## src/rtl/alu_seq_if.sv

```systemverilog
// Operand/result handshake bundle for alu_seq: valid/ready on the issue side
// and on the writeback side.
interface alu_seq_if #(parameter int WIDTH = 8);
  logic             in_valid;
  logic             in_ready;
  logic [WIDTH-1:0] a;
  logic [WIDTH-1:0] b;
  logic [2:0]       op;
  logic             use_carry;
  logic             out_valid;
  logic             out_ready;
  logic [WIDTH-1:0] out;
  logic             zero;
  logic             carry;

  modport master (
    output in_valid, a, b, op, use_carry, out_ready,
    input  in_ready, out_valid, out, zero, carry
  );

  modport slave (
    input  in_valid, a, b, op, use_carry, out_ready,
    output in_ready, out_valid, out, zero, carry
  );
endinterface

```

## src/rtl/alu_seq.sv

```systemverilog
// Handshaked ALU with a persistent carry flag and a WIDTH-step shift-add multiply.
// Single-cycle ops complete on the accepting edge; MUL runs WIDTH steps plus one finalize cycle.
module alu_seq #(
  parameter int WIDTH = 8
) (
  input  logic      clk,
  input  logic      rst_n,
  alu_seq_if.slave  bus
);
  localparam int CW = $clog2(WIDTH + 1);

  typedef enum logic [1:0] {IDLE, MUL, DONE} state_t;

  state_t               state, state_nx;
  logic                 accept, is_mul, mul_last;
  logic                 cflag, cin;
  logic [CW-1:0]        cnt;
  logic [2*WIDTH-1:0]   acc, mcand;
  logic [WIDTH-1:0]     mplier;
  logic [WIDTH:0]       sum;
  logic [WIDTH-1:0]     res;
  logic                 res_c, res_upd;
  logic [WIDTH-1:0]     out_q;
  logic                 zero_q, carry_q;

  // In DONE the consumer's ready passes straight through so retire and issue share an edge.
  assign bus.in_ready  = (state == IDLE) | ((state == DONE) & bus.out_ready);
  assign bus.out_valid = (state == DONE);
  assign bus.out       = out_q;
  assign bus.zero      = zero_q;
  assign bus.carry     = carry_q;

  assign accept   = bus.in_valid & bus.in_ready;
  assign is_mul   = (bus.op == 3'd6);
  assign mul_last = (state == MUL) && (cnt == CW'(WIDTH));
  assign cin      = bus.use_carry & cflag;

  always_comb begin
    sum     = '0;
    res     = '0;
    res_c   = 1'b0;
    res_upd = 1'b1;
    case (bus.op)
      3'd0: begin
        sum   = {1'b0, bus.a} + {1'b0, bus.b} + {{WIDTH{1'b0}}, cin};
        res   = sum[WIDTH-1:0];
        res_c = sum[WIDTH];
      end
      3'd1: begin
        sum   = {1'b0, bus.a} + {1'b0, ~bus.b} + {{WIDTH{1'b0}}, (bus.use_carry ? cflag : 1'b1)};
        res   = sum[WIDTH-1:0];
        res_c = sum[WIDTH];
      end
      3'd2: begin
        res     = ~(bus.a & bus.b);
        res_upd = 1'b0;
      end
      3'd3: begin
        res     = bus.a ^ bus.b;
        res_upd = 1'b0;
      end
      3'd4: begin
        res   = {bus.a[WIDTH-2:0], cin};
        res_c = bus.a[WIDTH-1];
      end
      3'd5: begin
        res   = {cin, bus.a[WIDTH-1:1]};
        res_c = bus.a[0];
      end
      3'd7: begin
        sum   = {1'b0, bus.a} + {1'b0, ~bus.b} + {{WIDTH{1'b0}}, 1'b1};
        res   = bus.a;
        res_c = sum[WIDTH];
      end
      default: ;
    endcase
  end

  always_ff @(posedge clk) begin
    if (!rst_n) state <= IDLE;
    else        state <= state_nx;
  end

  always_comb begin
    state_nx = state;
    case (state)
      IDLE, DONE: begin
        if (accept)                            state_nx = is_mul ? MUL : DONE;
        else if (state == DONE && bus.out_ready) state_nx = IDLE;
      end
      MUL:     if (mul_last) state_nx = DONE;
      default: state_nx = IDLE;
    endcase
  end

  always_ff @(posedge clk) begin
    if (!rst_n) begin
      out_q   <= '0;
      zero_q  <= 1'b0;
      carry_q <= 1'b0;
      cflag   <= 1'b0;
      cnt     <= '0;
      acc     <= '0;
      mcand   <= '0;
      mplier  <= '0;
    end else if (accept) begin
      if (is_mul) begin
        mcand  <= {{WIDTH{1'b0}}, bus.a};
        mplier <= bus.b;
        acc    <= '0;
        cnt    <= '0;
      end else begin
        out_q   <= res;
        zero_q  <= (res == '0);
        carry_q <= res_c;
        if (res_upd) cflag <= res_c;
      end
    end else if (state == MUL) begin
      if (mul_last) begin
        out_q   <= acc[WIDTH-1:0];
        zero_q  <= (acc[WIDTH-1:0] == '0);
        carry_q <= |acc[2*WIDTH-1:WIDTH];
        cflag   <= |acc[2*WIDTH-1:WIDTH];
      end else begin
        // Full-length iteration regardless of operand values keeps MUL latency fixed.
        acc    <= acc + (mplier[0] ? mcand : '0);
        mcand  <= mcand << 1;
        mplier <= mplier >> 1;
        cnt    <= cnt + CW'(1);
      end
    end
  end
endmodule

```

## src/flat_wrapper.sv

```systemverilog
// flat-port wrapper written by rule: the top's interface ports become plain ports
module alu_seq_flat 
#(
  parameter int WIDTH = 8
)
  (clk, rst_n, bus_in_valid, bus_a, bus_b, bus_op, bus_use_carry, bus_out_ready, bus_in_ready, bus_out_valid, bus_out, bus_zero, bus_carry);
  alu_seq_if #(.WIDTH(WIDTH)) bus_i ();
  input  logic clk;
  input  logic rst_n;
  input wire logic [$bits(bus_i.in_valid)-1:0] bus_in_valid;
  input wire logic [$bits(bus_i.a)-1:0] bus_a;
  input wire logic [$bits(bus_i.b)-1:0] bus_b;
  input wire logic [$bits(bus_i.op)-1:0] bus_op;
  input wire logic [$bits(bus_i.use_carry)-1:0] bus_use_carry;
  input wire logic [$bits(bus_i.out_ready)-1:0] bus_out_ready;
  output wire logic [$bits(bus_i.in_ready)-1:0] bus_in_ready;
  output wire logic [$bits(bus_i.out_valid)-1:0] bus_out_valid;
  output wire logic [$bits(bus_i.out)-1:0] bus_out;
  output wire logic [$bits(bus_i.zero)-1:0] bus_zero;
  output wire logic [$bits(bus_i.carry)-1:0] bus_carry;
  assign bus_i.in_valid = bus_in_valid;
  assign bus_i.a = bus_a;
  assign bus_i.b = bus_b;
  assign bus_i.op = bus_op;
  assign bus_i.use_carry = bus_use_carry;
  assign bus_i.out_ready = bus_out_ready;
  assign bus_in_ready = bus_i.in_ready;
  assign bus_out_valid = bus_i.out_valid;
  assign bus_out = bus_i.out;
  assign bus_zero = bus_i.zero;
  assign bus_carry = bus_i.carry;
  alu_seq #(.WIDTH(WIDTH)) u_core (.clk(clk), .rst_n(rst_n), .bus(bus_i));
endmodule
```

## config.mk

```make
export PLATFORM = sky130hd
export DESIGN_NAME = alu_seq_flat
export DESIGN_NICKNAME = d
export VERILOG_FILES = /design/src/rtl/alu_seq_if.sv /design/src/rtl/alu_seq.sv /design/src/flat_wrapper.sv
export SDC_FILE = /design/constraint.sdc
export NUM_CORES = 1
export LEC_CHECK = 0
export BUFFER_PORTS_ARGS = -buffer_cell sky130_fd_sc_hd__buf_2
export CORE_MARGIN = 3
export CORE_UTILIZATION = 50
export CTS_CLUSTER_SIZE = 30
export DETAILED_ROUTE_END_ITERATION = 10
export PLACE_DENSITY = 0.7
export SETUP_SLACK_MARGIN = 0.02
export SLEW_MARGIN = 20
export SYNTH_ARGS = -nofsm -noshare
export SYNTH_HDL_FRONTEND = slang
export SYNTH_SLANG_ARGS = --single-unit
```

## constraint.sdc

```tcl
create_clock -name clk -period 3.43 [get_ports clk]
set_clock_uncertainty 0.05 [all_clocks]
set_input_delay 0.686 -clock clk [delete_from_list [all_inputs] [get_ports clk]]
set_output_delay 0.686 -clock clk [all_outputs]
set_load 0.01 [all_outputs]
```

== Word-level counts from Yosys, hierarchy flattened ==
Cells that the tools add are included.

* Bits in registers: 57
* Latch bits: 0
* Bits in writable memories: 0
* Memory bits (read-only): 0
* Bits of input ports: 24
* Logic and storage cells: 95
* Memories kept: 0

* Add/sub/neg operators: 7
* Multiply operators: 0
* Div/mod/pow operators: 0
* Order comparisons: 0
* Equal/unequal tests: 16
* Shifts and indexed selects: 0
* Muxes and demuxes: 40
* Bitwise logic cells: 8
* Reductions and logical operators: 15

{| class="wikitable"
|+ Operators by type and width
! kind !! count
|-
| $mux W16 || 9
|-
| $mux W8 || 8
|-
| $pmux W8 S7 || 1
|-
| $add A8 B8 Y9 || 2
|-
| $add A9 B1 Y9 || 2
|-
| $add A16 B16 Y16 || 1
|-
| $logic_not A8 Y1 || 2
|-
| $mux W4 || 4
|-
| $not A8 Y8 || 2
|-
| $eq A3 B3 Y1 const B || 4
|-
| $mux W1 || 12
|-
| $add A9 B1 Y9 const B || 1
|-
| $and A8 B8 Y8 || 1
|-
| $mux W2 || 4
|-
| $reduce_or A8 Y1 || 1
|-
| $xor A8 B8 Y8 || 1
|-
| $eq A3 B2 Y1 const B || 2
|-
| $ne A2 B2 Y1 const B || 3
|-
| $reduce_and A3 Y1 || 2
|-
| $pmux W1 S5 || 1
|-
| $add A4 B1 Y4 const B || 1
|-
| $eq A4 B4 Y1 const B || 1
|-
| $ne A2 B1 Y1 const B || 2
|-
| $pmux W2 S2 || 1
|-
| 13 further kinds || 18
|}

== Depth between registers and ports, before layout ==
* Word-level depth: 7
* Gate-level depth with buffers: 14
* Gate-level depth less buffers: 14

== Worst setup path before layout ==
No wires, ideal clock.

* Kind: in2reg
* Start point: input port bus_b[0]
* End point: register u_core.zero_q, in the netlist u_core.bus.zero
* Setup time: 0.070 ns
* Arrival time: 3.417 ns
* Required time: 3.310 ns
* Setup slack: -0.107 ns
* Stages on the path: 13
* Path buffers: 0
* Cells stage by stage: inv_1 -> ha_1 -> inv_1 -> fa_1 -> xor2_2 -> nor3b_2 -> nor3b_2 -> nand2b_1 -> a222oi_1 -> o221ai_1 -> a21bo_1 -> or4_1 -> a21oi_1

* Longest elaborated chain between the ends: 7

{| class="wikitable"
|+ Ends and longest elaborated chain
! what !! line !! text
|-
| start: declaration || flat_wrapper.sv:12 || <nowiki>input wire logic [$bits(bus_i.b)-1:0] bus_b;</nowiki>
|-
| $not A8 Y8 || alu_seq.sv:50 || <nowiki>sum = {1'b0, bus.a} + {1'b0, ~bus.b} + {{WIDTH{1'b0}}, (bus.use_carry ? cflag : 1'b1)};</nowiki>
|-
| $add A8 B8 Y9 || alu_seq.sv:50 ||
|-
| $add A9 B1 Y9 || alu_seq.sv:50 ||
|-
| $pmux W8 S7 (*) || alu_seq.sv:43 || <nowiki>case (bus.op)</nowiki>
|-
| $logic_not A8 Y1 (*) || alu_seq.sv:114 || <nowiki>zero_q <= (res == '0);</nowiki>
|-
| $mux W1 (*) || alu_seq.sv:107 || <nowiki>if (is_mul) begin</nowiki>
|-
| $mux W1 (*) || alu_seq.sv:106 || <nowiki>end else if (accept) begin</nowiki>
|-
| end signal: assignment || alu_seq.sv:114 ||
|-
| end signal: assignment || alu_seq.sv:121 || <nowiki>zero_q <= (acc[WIDTH-1:0] == '0);</nowiki>
|-
| end: declaration || alu_seq.sv:24 || <nowiki>logic zero_q, carry_q;</nowiki>
|}

Mark *: on every way between the ends. The rest lies on a longest branch, timed or not. The select of a mux whose other input is x is not followed.
A chain may end at the register's enable or synchronous reset.

== Worst setup path after layout ==
Ends and elaborated chain as after synthesis.

==> out/qor.csv <==
stage;metric;value;unit
critical_path;critPathRequiredTime;3650;ps
critical_path;crit_buf_inv;5;
clocking;numClockSinks;57;
critical_path;cp-end-kind;flop;
logic_synthesis;synthAdderAreaFrac;11.4;%
clocking;cts-hold-fix-buffers;0;
layout;multi_input_area;0.00320;sq mm
critical_path;startpoint_type;input pin;
clocking;clk_path_buf_depth;2;
sta;finalHoldWorstSlack;413;ps
global_route;grt_remaining_overflow;0;
sta;finalMaxSlewViolations;0;
clocking;clkTransAtPathRegs;70;ps
layout;nFillCells;815;
global_route;grt_first_pass_wirelength;21.0;mm
floorplanning;rows;34;
logic_synthesis;synthCells;594;
layout;diodes;0;
routing;dr_wl_met2;5.87;mm
logic_synthesis;async_flop_share;0;%
clocking;clk_latency;340;ps
power;leakagePower;2.28;nW
critical_path;path_class;input pin to flop;
logic_synthesis;synth-simple-area-share;24.8;%
layout;drive_above_1_share;19.1;%
critical_path;path_cells;buf_2, inv_2, ha_4, inv_2, fa_2, buf_4, nor2b_4, buf_4, o31a_1, or4_1, o311a_2, and4_1, xnor2_1, o221ai_1, or4_4, a21oi_2;
layout;seq_area;0.00114;sq mm
logic_synthesis;synth-edff-count;0;
routing;firstDrtPassIters;5;
critical_path;cp_max_fo;3;
place;place_area;0.00510;sq mm
logic_synthesis;synth_compound_area_share;25.9;%
power;vdd_ir_drop_max;0.000234;V
layout;syn_to_final_growth;18.3;%
global_route;grt_max_degree;39;
layout;final_cell_mix;67 x nand2_1, 57 x dfxtp_1, 51 x buf_4, 41 x a21oi_1, 35 x buf_2;
sta;period_needed;3310;ps
logic_synthesis;syn_avg_cell_area;7.64;sq um
hold_path;holdCritPathClass;flop to flop;
layout;final_util;61.3;%
logic_synthesis;ys_seq_area_share;25.2;%
routing;antenna_left;0;
routing;vias;4583;
routing;drt-met1-wl;5.78;mm
outcome;outcome;finished, final reports clean;
routing;dr_wl_met3;910;um
floorplanning;die_w;101;um
floorplanning;die_area;0.0103;sq mm
floorplanning;num_io_pins;36;
sta;finalSetupViolCount;0;
routing;drt_wl_total;12.8;mm
clocking;cts_tree;yes;
routing;maxUsedRoutingLayer;met4;
layout;final_common_cell;nand2_1;
floorplanning;core;0.00876;sq mm
layout;finalInstanceArea;0.00537;sq mm
clocking;cts_root_buf;clkbuf_8;
critical_path;path_delay_family;simple AND/OR/NAND/NOR gates;
routing;drt_iter0_drc;245;
global_route;grt_use_total;25.5;%
routing;drcViolationCount;0;
sta;period_share;96.4;%
logic_synthesis;muxShareOfSynthArea;1.99;%
run;cap_violations;0;
logic_synthesis;synth_cell_type_count;63;
place;place_congestion;0.907;
logic_synthesis;synth_top_family_by_area;compound AO/OA/AOI/OAI gates;
sta;rsz0062_at_grt;true;
layout;layout.nets;723;
routing;via_per_inst;5.93;
critical_path;slowest_delay;540;ps
logic_synthesis;synth_ff_type;dfxtp_1;
routing;post_drt_wl_per_cell;16.6;um
sta;hold_violations;0;
power;p_per_area;340;mW/mm^2
logic_synthesis;synth_nets;657;
place;hpwl;9.75;mm
sta;max_slew_margin;47.7;%
clocking;cts_htree_levels;3;
critical_path;critPathSlowestCell;or4_4;
critical_path;r2r_slack;210;ps
floorplanning;initial_core_util;51.8;%
critical_path;arrival;3520;ps
place;portBuffers;35;
sta;max_freq;0.302;GHz
logic_synthesis;synth_area;0.00454;sq mm
clocking;numCtsBuffers;9;
floorplanning;die_h;101;um
logic_synthesis;synth_xor_area_share;4.99;%
global_route;first_global_vias;4294;
sta;tightestPinTransition;784;ps
logic_synthesis;synth_seq_cells;57;
logic_synthesis;yosys_warnings;0;
global_route;antenna_found_initial;0;
==> stage by stage <==
step	TNS [ps]	setup slack (ps)	instances	power (mW)
global route	-74.5	-44.6	773	1.92
CTS	0	36.8	772	1.82
global placement	-1180	-401	756	1.16
floorplan	0	24.8	594	0.986
detailed placement	-1300	-431	756	1.17
finish	0	122	773	1.83
==> final cells by class <==
type                       instances  share of cell area (%)
multi-input combinational        471                    59.6
sequential                        57                    21.3
timing repair buffer              86                    10.4
clock buffer                      10                    2.56
tap                              108                    2.52
inverter                          35                    2.45
clock inverter                     6                    1.26
==> tightest hold or removal path, stage by stage (launching register included) <==
cell,delay [ps]
dfxtp_1,310
nand2_1,50
a21oi_1,50
==> cells by family (layout without fill, tap and decap cells) <==
family	count (synthesis)	in the layout
AOI/OAI and AO/OA	174	174
xor gates and xnor gates	25	25
adders and majority gates	39	39
buffers and inverters	66	137
DFF	57	57
muxes	9	9
and+or+nand+nor	224	224
==> power breakdown <==
group | switching (mW) | internal, mW
Combinational | 0.266 | 0.217
Clock | 0.296 | 0.356
Sequential | 0.0123 | 0.681
Total | 0.574 | 1.25
==> timing repair <==
action                                  CTS  global route
pin swaps                                 0             6
resized for setup                         1            13
endpoints found under the setup margin    2             4
buffers inserted                          0             1
gates cloned                              0             0
==> registers in the layout (all words and copies together), names as in the netlist <==
register	count
u_core.cflag	1
u_core.mcand	16
u_core.acc	16
u_core.bus.zero	1
u_core.cnt	4
u_core.bus.out	8
u_core.bus.carry	1
u_core.mplier	8
u_core.state	2
==> synthesized netlist by cell type (2+ instances only) <==
| cell type | number | share of area (%) |
|---|---|---|
| a22oi_1 | 20 | 3.3 |
| and3_1 | 2 | 0.28 |
| a21oi_1 | 42 | 4.6 |
| nand4_1 | 5 | 0.69 |
| o31ai_1 | 3 | 0.50 |
| and2_1 | 22 | 3.0 |
| nand2_1 | 67 | 5.5 |
| buf_2 | 4 | 0.44 |
| mux2i_1 | 9 | 2.0 |
| ha_1 | 35 | 9.7 |
| or4_1 | 2 | 0.33 |
| o21a_1 | 5 | 0.83 |
| xnor2_1 | 15 | 2.9 |
| nand3_1 | 33 | 3.6 |
| clkbuf_1 | 25 | 2.1 |
| o22ai_1 | 5 | 0.69 |
| o311ai_0 | 2 | 0.39 |
| or2_2 | 4 | 0.55 |
| inv_1 | 35 | 2.9 |
| a21o_1 | 4 | 0.66 |
| fa_1 | 4 | 1.8 |
| o211a_1 | 2 | 0.44 |
| nor3b_2 | 2 | 0.55 |
| xor2_1 | 9 | 1.7 |
| nor4_1 | 5 | 0.69 |
| a21boi_0 | 15 | 2.5 |
| o211ai_1 | 6 | 0.99 |
| nor3_1 | 9 | 0.99 |
| a221oi_1 | 3 | 0.58 |
| nor2b_1 | 16 | 2.2 |
| a211oi_1 | 11 | 1.8 |
| a2111oi_0 | 2 | 0.39 |
| dfxtp_1 | 57 | 25 |
| or3_1 | 3 | 0.41 |
| nand2b_1 | 14 | 1.9 |
| a31oi_1 | 6 | 0.83 |
| o221ai_1 | 6 | 1.2 |
| o21ai_0 | 26 | 2.9 |
| nor2_1 | 35 | 2.9 |
==> worst paths after layout <==
| path | startpoint | cells after the start | end |
|---|---|---|---|
| setup / recovery | bus_b[0] | 16 | u_core.bus.zero$_SDFFE_PN0P_ |
| hold / removal | u_core.mplier[1]$_SDFFE_PN0P_ | 2 | u_core.mplier[1]$_SDFFE_PN0P_ |
| setup reg to reg | u_core.cflag$_SDFFE_PN0P_ | 13 | u_core.bus.zero$_SDFFE_PN0P_ |
| hold reg to reg | u_core.mplier[1]$_SDFFE_PN0P_ | 2 | u_core.mplier[1]$_SDFFE_PN0P_ |
==> routing by layer <==
metal / vias up / GRT usage (%)
met2: 161 / 40.8
met1: 2141 / 34.7
met3: 19 / 5.23
met5: - / 0
met4: 0 / 7.57
li1: 2262 / -
(Power assumes the default switching activity.)
